--- src/rtl/fe_pkg.sv ---
// Shared front-end definitions.
// Holds the branch-op encoding decoded by the predictor and helpers that produce the
// weak-taken / weak-not-taken counter initial values for any counter width.
package fe_pkg;

  // Two-bit branch op carried by the fetched instruction.
  typedef enum logic [1:0] {
    BR_CC = 2'b00,  // conditional
    BR_B  = 2'b01,  // unconditional
    BR_BL = 2'b10,  // call (link)
    BR_BX = 2'b11   // return
  } branch_op_e;

  // Weakly taken: 10...0. Callers slice the low 'width' bits.
  function automatic logic [31:0] ctr_weak_taken(input int unsigned width);
    logic [31:0] v;
    v = 32'd1 << (width - 1);
    return v;
  endfunction

  // Weakly not-taken: 01...1. Callers slice the low 'width' bits.
  function automatic logic [31:0] ctr_weak_not_taken(input int unsigned width);
    logic [31:0] v;
    v = (32'd1 << (width - 1)) - 32'd1;
    return v;
  endfunction

endpackage

--- src/rtl/return_address_stack.sv ---
// Circular return address stack.
// Ports:
//   clk_i, reset_i  : clock, synchronous active-high reset
//   push_i, addr_i  : push addr_i (overwrites the oldest entry when full)
//   pop_i           : pop top entry (no-op when empty)
//   flush_i         : empty the stack; overrides push/pop in the same cycle
//   top_o, valid_o  : top entry (0 when empty) and non-empty flag
module return_address_stack #(
  parameter int unsigned pc_width_p  = 16,
  parameter int unsigned ras_depth_p = 4
) (
  input  logic                  clk_i,
  input  logic                  reset_i,
  input  logic                  push_i,
  input  logic [pc_width_p-1:0] addr_i,
  input  logic                  pop_i,
  input  logic                  flush_i,
  output logic [pc_width_p-1:0] top_o,
  output logic                  valid_o
);

  localparam int unsigned PtrW = $clog2(ras_depth_p);
  localparam int unsigned CntW = $clog2(ras_depth_p + 1);
  localparam logic [CntW-1:0] CntMax = CntW'(ras_depth_p);

  logic [pc_width_p-1:0] r_mem [ras_depth_p];
  // r_ptr is the next write slot; the top lives one below it.
  logic [PtrW-1:0]       r_ptr;
  logic [CntW-1:0]       r_count;
  logic [PtrW-1:0]       w_top_ptr;

  assign w_top_ptr = r_ptr - PtrW'(1);
  assign valid_o   = (r_count != '0);
  assign top_o     = valid_o ? r_mem[w_top_ptr] : '0;

  always_ff @(posedge clk_i) begin
    if (reset_i) begin
      r_ptr   <= '0;
      r_count <= '0;
      for (int i = 0; i < ras_depth_p; i++) begin
        r_mem[i] <= '0;
      end
    end else if (flush_i) begin
      r_count <= '0;
    end else if (push_i) begin
      r_mem[r_ptr] <= addr_i;
      r_ptr        <= r_ptr + PtrW'(1);
      if (r_count != CntMax) begin
        r_count <= r_count + CntW'(1);
      end
    end else if (pop_i && valid_o) begin
      r_ptr   <= w_top_ptr;
      r_count <= r_count - CntW'(1);
    end
  end

endmodule

--- src/rtl/dynamic_branch_control.sv ---
// Front-end dynamic branch predictor.
// Decodes the fetched branch op and returns take/speculative decisions. CC branches use a
// table of saturating counters (with valid bits) trained by backend resolution; an invalid
// entry falls back to static backward-taken. BX returns are predicted from a RAS.
// Ports:
//   clk_i, reset_i                      : clock, synchronous active-high reset
//   pc_i, is_branch_i, sign_bit_i,
//   branch_op_code_i, fire_i            : prediction request; fire_i commits RAS push/pop
//   take_branch_o, speculative_o        : prediction
//   ras_target_o, ras_valid_o           : RAS top (0 when empty) and non-empty flag
//   resolve_v_i, resolve_pc_i,
//   resolve_taken_i                     : CC branch resolution for training
//   mispredict_i                        : backend redirect; flushes the RAS
module dynamic_branch_control
  import fe_pkg::*;
#(
  parameter int unsigned pc_width_p    = 16,
  parameter int unsigned bht_entries_p = 64,
  parameter int unsigned ctr_width_p   = 2,
  parameter int unsigned ras_depth_p   = 4
) (
  input  logic                  clk_i,
  input  logic                  reset_i,
  input  logic [pc_width_p-1:0] pc_i,
  input  logic                  is_branch_i,
  input  logic                  sign_bit_i,
  input  logic [1:0]            branch_op_code_i,
  input  logic                  fire_i,
  output logic                  take_branch_o,
  output logic                  speculative_o,
  output logic [pc_width_p-1:0] ras_target_o,
  output logic                  ras_valid_o,
  input  logic                  resolve_v_i,
  input  logic [pc_width_p-1:0] resolve_pc_i,
  input  logic                  resolve_taken_i,
  input  logic                  mispredict_i
);

  localparam int unsigned IdxW = $clog2(bht_entries_p);
  localparam logic [31:0] WeakT32  = ctr_weak_taken(ctr_width_p);
  localparam logic [31:0] WeakNT32 = ctr_weak_not_taken(ctr_width_p);
  localparam logic [ctr_width_p-1:0] CtrWeakT  = WeakT32[ctr_width_p-1:0];
  localparam logic [ctr_width_p-1:0] CtrWeakNT = WeakNT32[ctr_width_p-1:0];

  logic [bht_entries_p-1:0] r_valid;
  logic [ctr_width_p-1:0]   r_ctr [bht_entries_p];

  logic [IdxW-1:0]       w_pred_idx;
  logic [IdxW-1:0]       w_res_idx;
  logic                  w_take;
  logic                  w_spec;
  logic                  w_push;
  logic                  w_pop;
  logic [pc_width_p-1:0] w_ret_addr;
  logic [pc_width_p-1:0] w_ras_top;
  logic                  w_ras_valid;
  logic                  w_unused_resolve_pc;

  // Only the index bits of the resolve PC address the table.
  assign w_unused_resolve_pc = ^resolve_pc_i;

  assign w_pred_idx = pc_i[IdxW-1:0];
  assign w_res_idx  = resolve_pc_i[IdxW-1:0];
  assign w_ret_addr = pc_i + pc_width_p'(1);

  // Decode reads the registered table, so a same-cycle resolve is not seen here.
  always_comb begin
    w_take = 1'b0;
    w_spec = 1'b0;
    w_push = 1'b0;
    w_pop  = 1'b0;
    if (is_branch_i) begin
      unique case (branch_op_e'(branch_op_code_i))
        BR_CC: begin
          w_spec = 1'b1;
          w_take = r_valid[w_pred_idx] ? r_ctr[w_pred_idx][ctr_width_p-1] : sign_bit_i;
        end
        BR_B: begin
          w_take = 1'b1;
        end
        BR_BL: begin
          w_take = 1'b1;
          w_push = fire_i;
        end
        BR_BX: begin
          w_spec = 1'b1;
          w_take = w_ras_valid;
          w_pop  = fire_i && w_ras_valid;
        end
        default: ;
      endcase
    end
  end

  always_ff @(posedge clk_i) begin
    if (reset_i) begin
      r_valid <= '0;
      for (int i = 0; i < bht_entries_p; i++) begin
        r_ctr[i] <= CtrWeakNT;
      end
    end else if (resolve_v_i) begin
      if (!r_valid[w_res_idx]) begin
        r_valid[w_res_idx] <= 1'b1;
        r_ctr[w_res_idx]   <= resolve_taken_i ? CtrWeakT : CtrWeakNT;
      end else if (resolve_taken_i) begin
        if (r_ctr[w_res_idx] != '1) begin
          r_ctr[w_res_idx] <= r_ctr[w_res_idx] + ctr_width_p'(1);
        end
      end else if (r_ctr[w_res_idx] != '0) begin
        r_ctr[w_res_idx] <= r_ctr[w_res_idx] - ctr_width_p'(1);
      end
    end
  end

  return_address_stack #(
    .pc_width_p (pc_width_p),
    .ras_depth_p(ras_depth_p)
  ) u_ras (
    .clk_i  (clk_i),
    .reset_i(reset_i),
    .push_i (w_push),
    .addr_i (w_ret_addr),
    .pop_i  (w_pop),
    .flush_i(mispredict_i),
    .top_o  (w_ras_top),
    .valid_o(w_ras_valid)
  );

  assign take_branch_o = w_take;
  assign speculative_o = w_spec;
  assign ras_target_o  = w_ras_top;
  assign ras_valid_o   = w_ras_valid;

endmodule

--- config.mk ---
export PLATFORM = sky130hd
export DESIGN_NAME = dynamic_branch_control
export DESIGN_NICKNAME = d
export VERILOG_FILES = /design/src/rtl/fe_pkg.sv /design/src/rtl/return_address_stack.sv /design/src/rtl/dynamic_branch_control.sv
export SDC_FILE = /design/constraint.sdc
export NUM_CORES = 1
export LEC_CHECK = 0
export ABC_AREA = 1
export CORE_UTILIZATION = 28
export CTS_CLUSTER_DIAMETER = 60
export DETAILED_ROUTE_END_ITERATION = 12
export GPL_TIMING_DRIVEN = 0
export PLACE_DENSITY = 0.48
export SETUP_SLACK_MARGIN = 0.02
export SYNTH_ARGS = -nofsm -noshare
export SYNTH_HDL_FRONTEND = slang
export SYNTH_SLANG_ARGS = --single-unit
--- constraint.sdc ---
create_clock -name clk_i -period 4.5 [get_ports clk_i]
set_input_delay 0.9 -clock clk_i [delete_from_list [all_inputs] [get_ports clk_i]]
set_output_delay 0.9 -clock clk_i [all_outputs]
set_load 0.01 [all_outputs]
==> metrics.txt <==
first-pass GRT wire length=84090 um; worst hold slack=0.4871 ns; Max Buffers Root-to-Sink=3; worst path arrival time=3.51 ns; I/O pin count=61; R2R depth=13; Final Hold Fails=0; Worst Tran Pin Value=1.065 ns; Worst R2R End=r_ctr[23][1]$_SDFFCE_PN0P_; RSZ-0062 raised after global routing=false; die extent in x=228.3 um; final net count=2035; Unique masters post-synth=41; final worst-path cycle share=98.10%; htree depth=2; worst rel slew slack=28.76%; # DRC=0; Core Region=50380 um^2; yosys warns=0; die area=52120 um^2; clock skew=0.02174 ns; final worst path period need=4.414 ns; syn_nets=1952; TritonCTS clock tree=built; Port Buffers=45; worst hold path type=reg -> reg; ys async rst share=0%; initial antenna violation count=1; Die Y=228.3 um; CTS sink count=261; Synth Instances=1903; clk slew on worst S/H paths=0.06 ns; P_leak=0.006864 uW; max_cap viols=0; Worst R2R Start=r_ctr[37][1]$_SDFFCE_PN0P_; setup violators final=0; worst-skew pair later-pin latency=0.55 ns; DR iter-0 viols=1486; Main synth FF type=edfxtp_1; dpl hpwl=40410 um; overall routing resource usage=21.89%; CP Launch Type=primary input; sequential fraction of the synthesis area=49.84%; Design Power=5917 uW; Hold-fix buffers, CTS=0; vias per cell=5.071; GPL Wtd Cong=0.9231; Area Overhead vs Synth=17.90%; vias in the first global route=13030; power per cell area=350.0 nW/um^2; Rows=82; FMAX=226.5 MHz; Seq cells post-synth=261; Worst Setup SP=pc_i[4]; Synth Area per Inst=7.535 um^2; EDFF count, synth=192; WL per Instance=21.62 um; Slew Viols, Final=0; Worst Setup EP=take_branch_o; TritonCTS Buffers=34; Initial Util=28.47%; DRT Wirelength=58020 um; layout cell share with drive strength beyond 1=7.704%; worst reg2reg setup slack=1.14 ns; Mapped Area=14340 um^2; First-pass DRT Iterations=7; critical path peak fanout=6; remaining antenna violation count after routing=0; Setup crit end kind=primary output; Root Buffer=clkbuf_16; critical path type=in -> out; outcome=completed; register area=7147 um^2; # diodes=0; Fill cells=5380; peak supply drop=216.9 uV; hold depth=2; multi-input logic area=5861 um^2; GR Overflow Total=0; largest net degree at the start of global routing=17; routed vias=13610; Worst EP required=3.60 ns
layout by cell type (no fill, tap or decap), drive strengths merged:
cell and instances:
fa 1, dlymetal6s2s 2, nand4 9, clkinvlp 4, o21bai 2, edfxtp 192, a22o 16, and3 1
nand2 729, ha 6, o31ai 34, clkinv 12, nor2 221, a22oi 10, clkbuf 110, o21ai 71
or2 1, inv 208, xor2 3, o21a 1, a31oi 14, nor4 3, clkdlybuf4s50 42, a41oi 1
o2111ai 3, buf 56, dfxtp 69, a21oi 54, nand3 93, xnor2 1, nor3 12, o22ai 31
final cells by class:
cell class                 instances  area share, %
buffer                           112          4.152
timing repair buffer              47          2.738
multi-input combinational       1317          34.67
sequential                       261          42.27
inverter                         213          4.825
clock inverter                    11         0.4737
tap                              672          4.973
clock buffer                      51          5.898
stage by stage:
stage               setup WS (ns)  TNS [ns]  instances  cell area, um^2  util, %
finish                    0.08555         0       2684            16910    33.56
CTS                       0.02378         0       2683            16860    33.47
global placement           -1.173   -155.07       2620            15630    31.03
floorplan                  0.8514         0       1903            14340        -
global route              0.04272         0       2684            16910    33.56
detailed placement         -1.130   -137.59       2620            15630    31.03
how the worst min path moves through the flow:
stage | startpoint | endpoint | slack [ns]
floorplan | r_valid[11]$_SDFFE_PP0N_ | r_valid[11]$_SDFFE_PP0N_ | 0.45
global placement | r_valid[13]$_SDFFE_PP0N_ | r_valid[13]$_SDFFE_PP0N_ | 0.47
detailed placement | r_valid[7]$_SDFFE_PP0N_ | r_valid[7]$_SDFFE_PP0N_ | 0.47
CTS | r_valid[7]$_SDFFE_PP0N_ | r_valid[7]$_SDFFE_PP0N_ | 0.49
global route | r_valid[7]$_SDFFE_PP0N_ | r_valid[7]$_SDFFE_PP0N_ | 0.50
finish | r_valid[7]$_SDFFE_PP0N_ | r_valid[7]$_SDFFE_PP0N_ | 0.49
flip-flops by register name (all words and copies together) (netlist names):
signal,count
r_ctr,128
r_valid,64
u_ras.r_count,3
u_ras.r_mem,64
u_ras.r_ptr,2
timing repair:
item                                    CTS  global route
cloned                                    0             1
buffers inserted                          1             0
pin swaps                                 1             1
gates resized for setup                  60            20
endpoints found under the setup margin  140           245
endpoints found under the hold margin     0             0
synthesized netlist by cell type, types with 2 or more instances:
cell | count | area, um^2
a21oi_1 | 54 | 270.3
a22o_1 | 16 | 140.1
a22oi_1 | 10 | 75.07
a31oi_1 | 14 | 87.58
buf_1 | 5 | 18.77
buf_2 | 24 | 120.1
buf_4 | 13 | 97.59
buf_6 | 9 | 101.4
clkbuf_1 | 61 | 229.0
clkinv_1 | 2 | 7.510
clkinv_2 | 2 | 10.01
dfxtp_1 | 69 | 1381
edfxtp_1 | 192 | 5766
ha_1 | 6 | 75.07
inv_1 | 197 | 739.5
inv_2 | 12 | 45.04
nand2_1 | 727 | 2729
nand2_2 | 2 | 12.51
nand3_1 | 86 | 430.4
nand3_2 | 5 | 50.05
nand3_4 | 2 | 35.03
nand4_1 | 9 | 56.30
nor2_1 | 219 | 822.0
nor3_1 | 12 | 60.06
nor4_1 | 3 | 18.77
o2111ai_1 | 3 | 26.28
o21ai_0 | 69 | 345.3
o21bai_1 | 2 | 15.01
o22ai_1 | 31 | 193.9
o31ai_1 | 34 | 255.2
xor2_1 | 3 | 26.28
layer usage:
metal / share of wire [%] / global-route usage (%) / vias up
li1: - / - / 6308
met1: 42 / 28.60 / 6426
met2: 44 / 34.81 / 725
met3: 9.7 / 4.703 / 152
met4: 4.3 / 9.417 / 0
met5: 0 / 0 / -
logic make-up after synthesis:
group,synth area share [%]
adders and majority gates,0.6631
and+or+nand+nor,29.60
AOI/OAI and AO/OA,10.11
DFF,49.84
buffers and inverters,9.545
xor gates and xnor gates,0.2444
worst max-delay path, cell delays in order:
cell	delay [ns]
clkdlybuf4s50_1	0.92
inv_1	0.39
nand3_1	0.21
nand2_1	0.06
nand2_1	0.11
nand2_1	0.06
nand2_1	0.08
nand3_1	0.07
a21oi_1	0.13
clkdlybuf4s50_1	0.55
power by group:
| part | switching (uW) | internal (uW) | total [uW] | leakage [uW] |
|---|---|---|---|---|
| registers | 24.4 | 2620 | 2650 | 0.00232 |
| clock network | 1100 | 1540 | 2640 | 0.000514 |
| logic | 463 | 165 | 628 | 0.00403 |
| total | 1590 | 4330 | 5920 | 0.00686 |
Power figures use the tool's default switching activity.
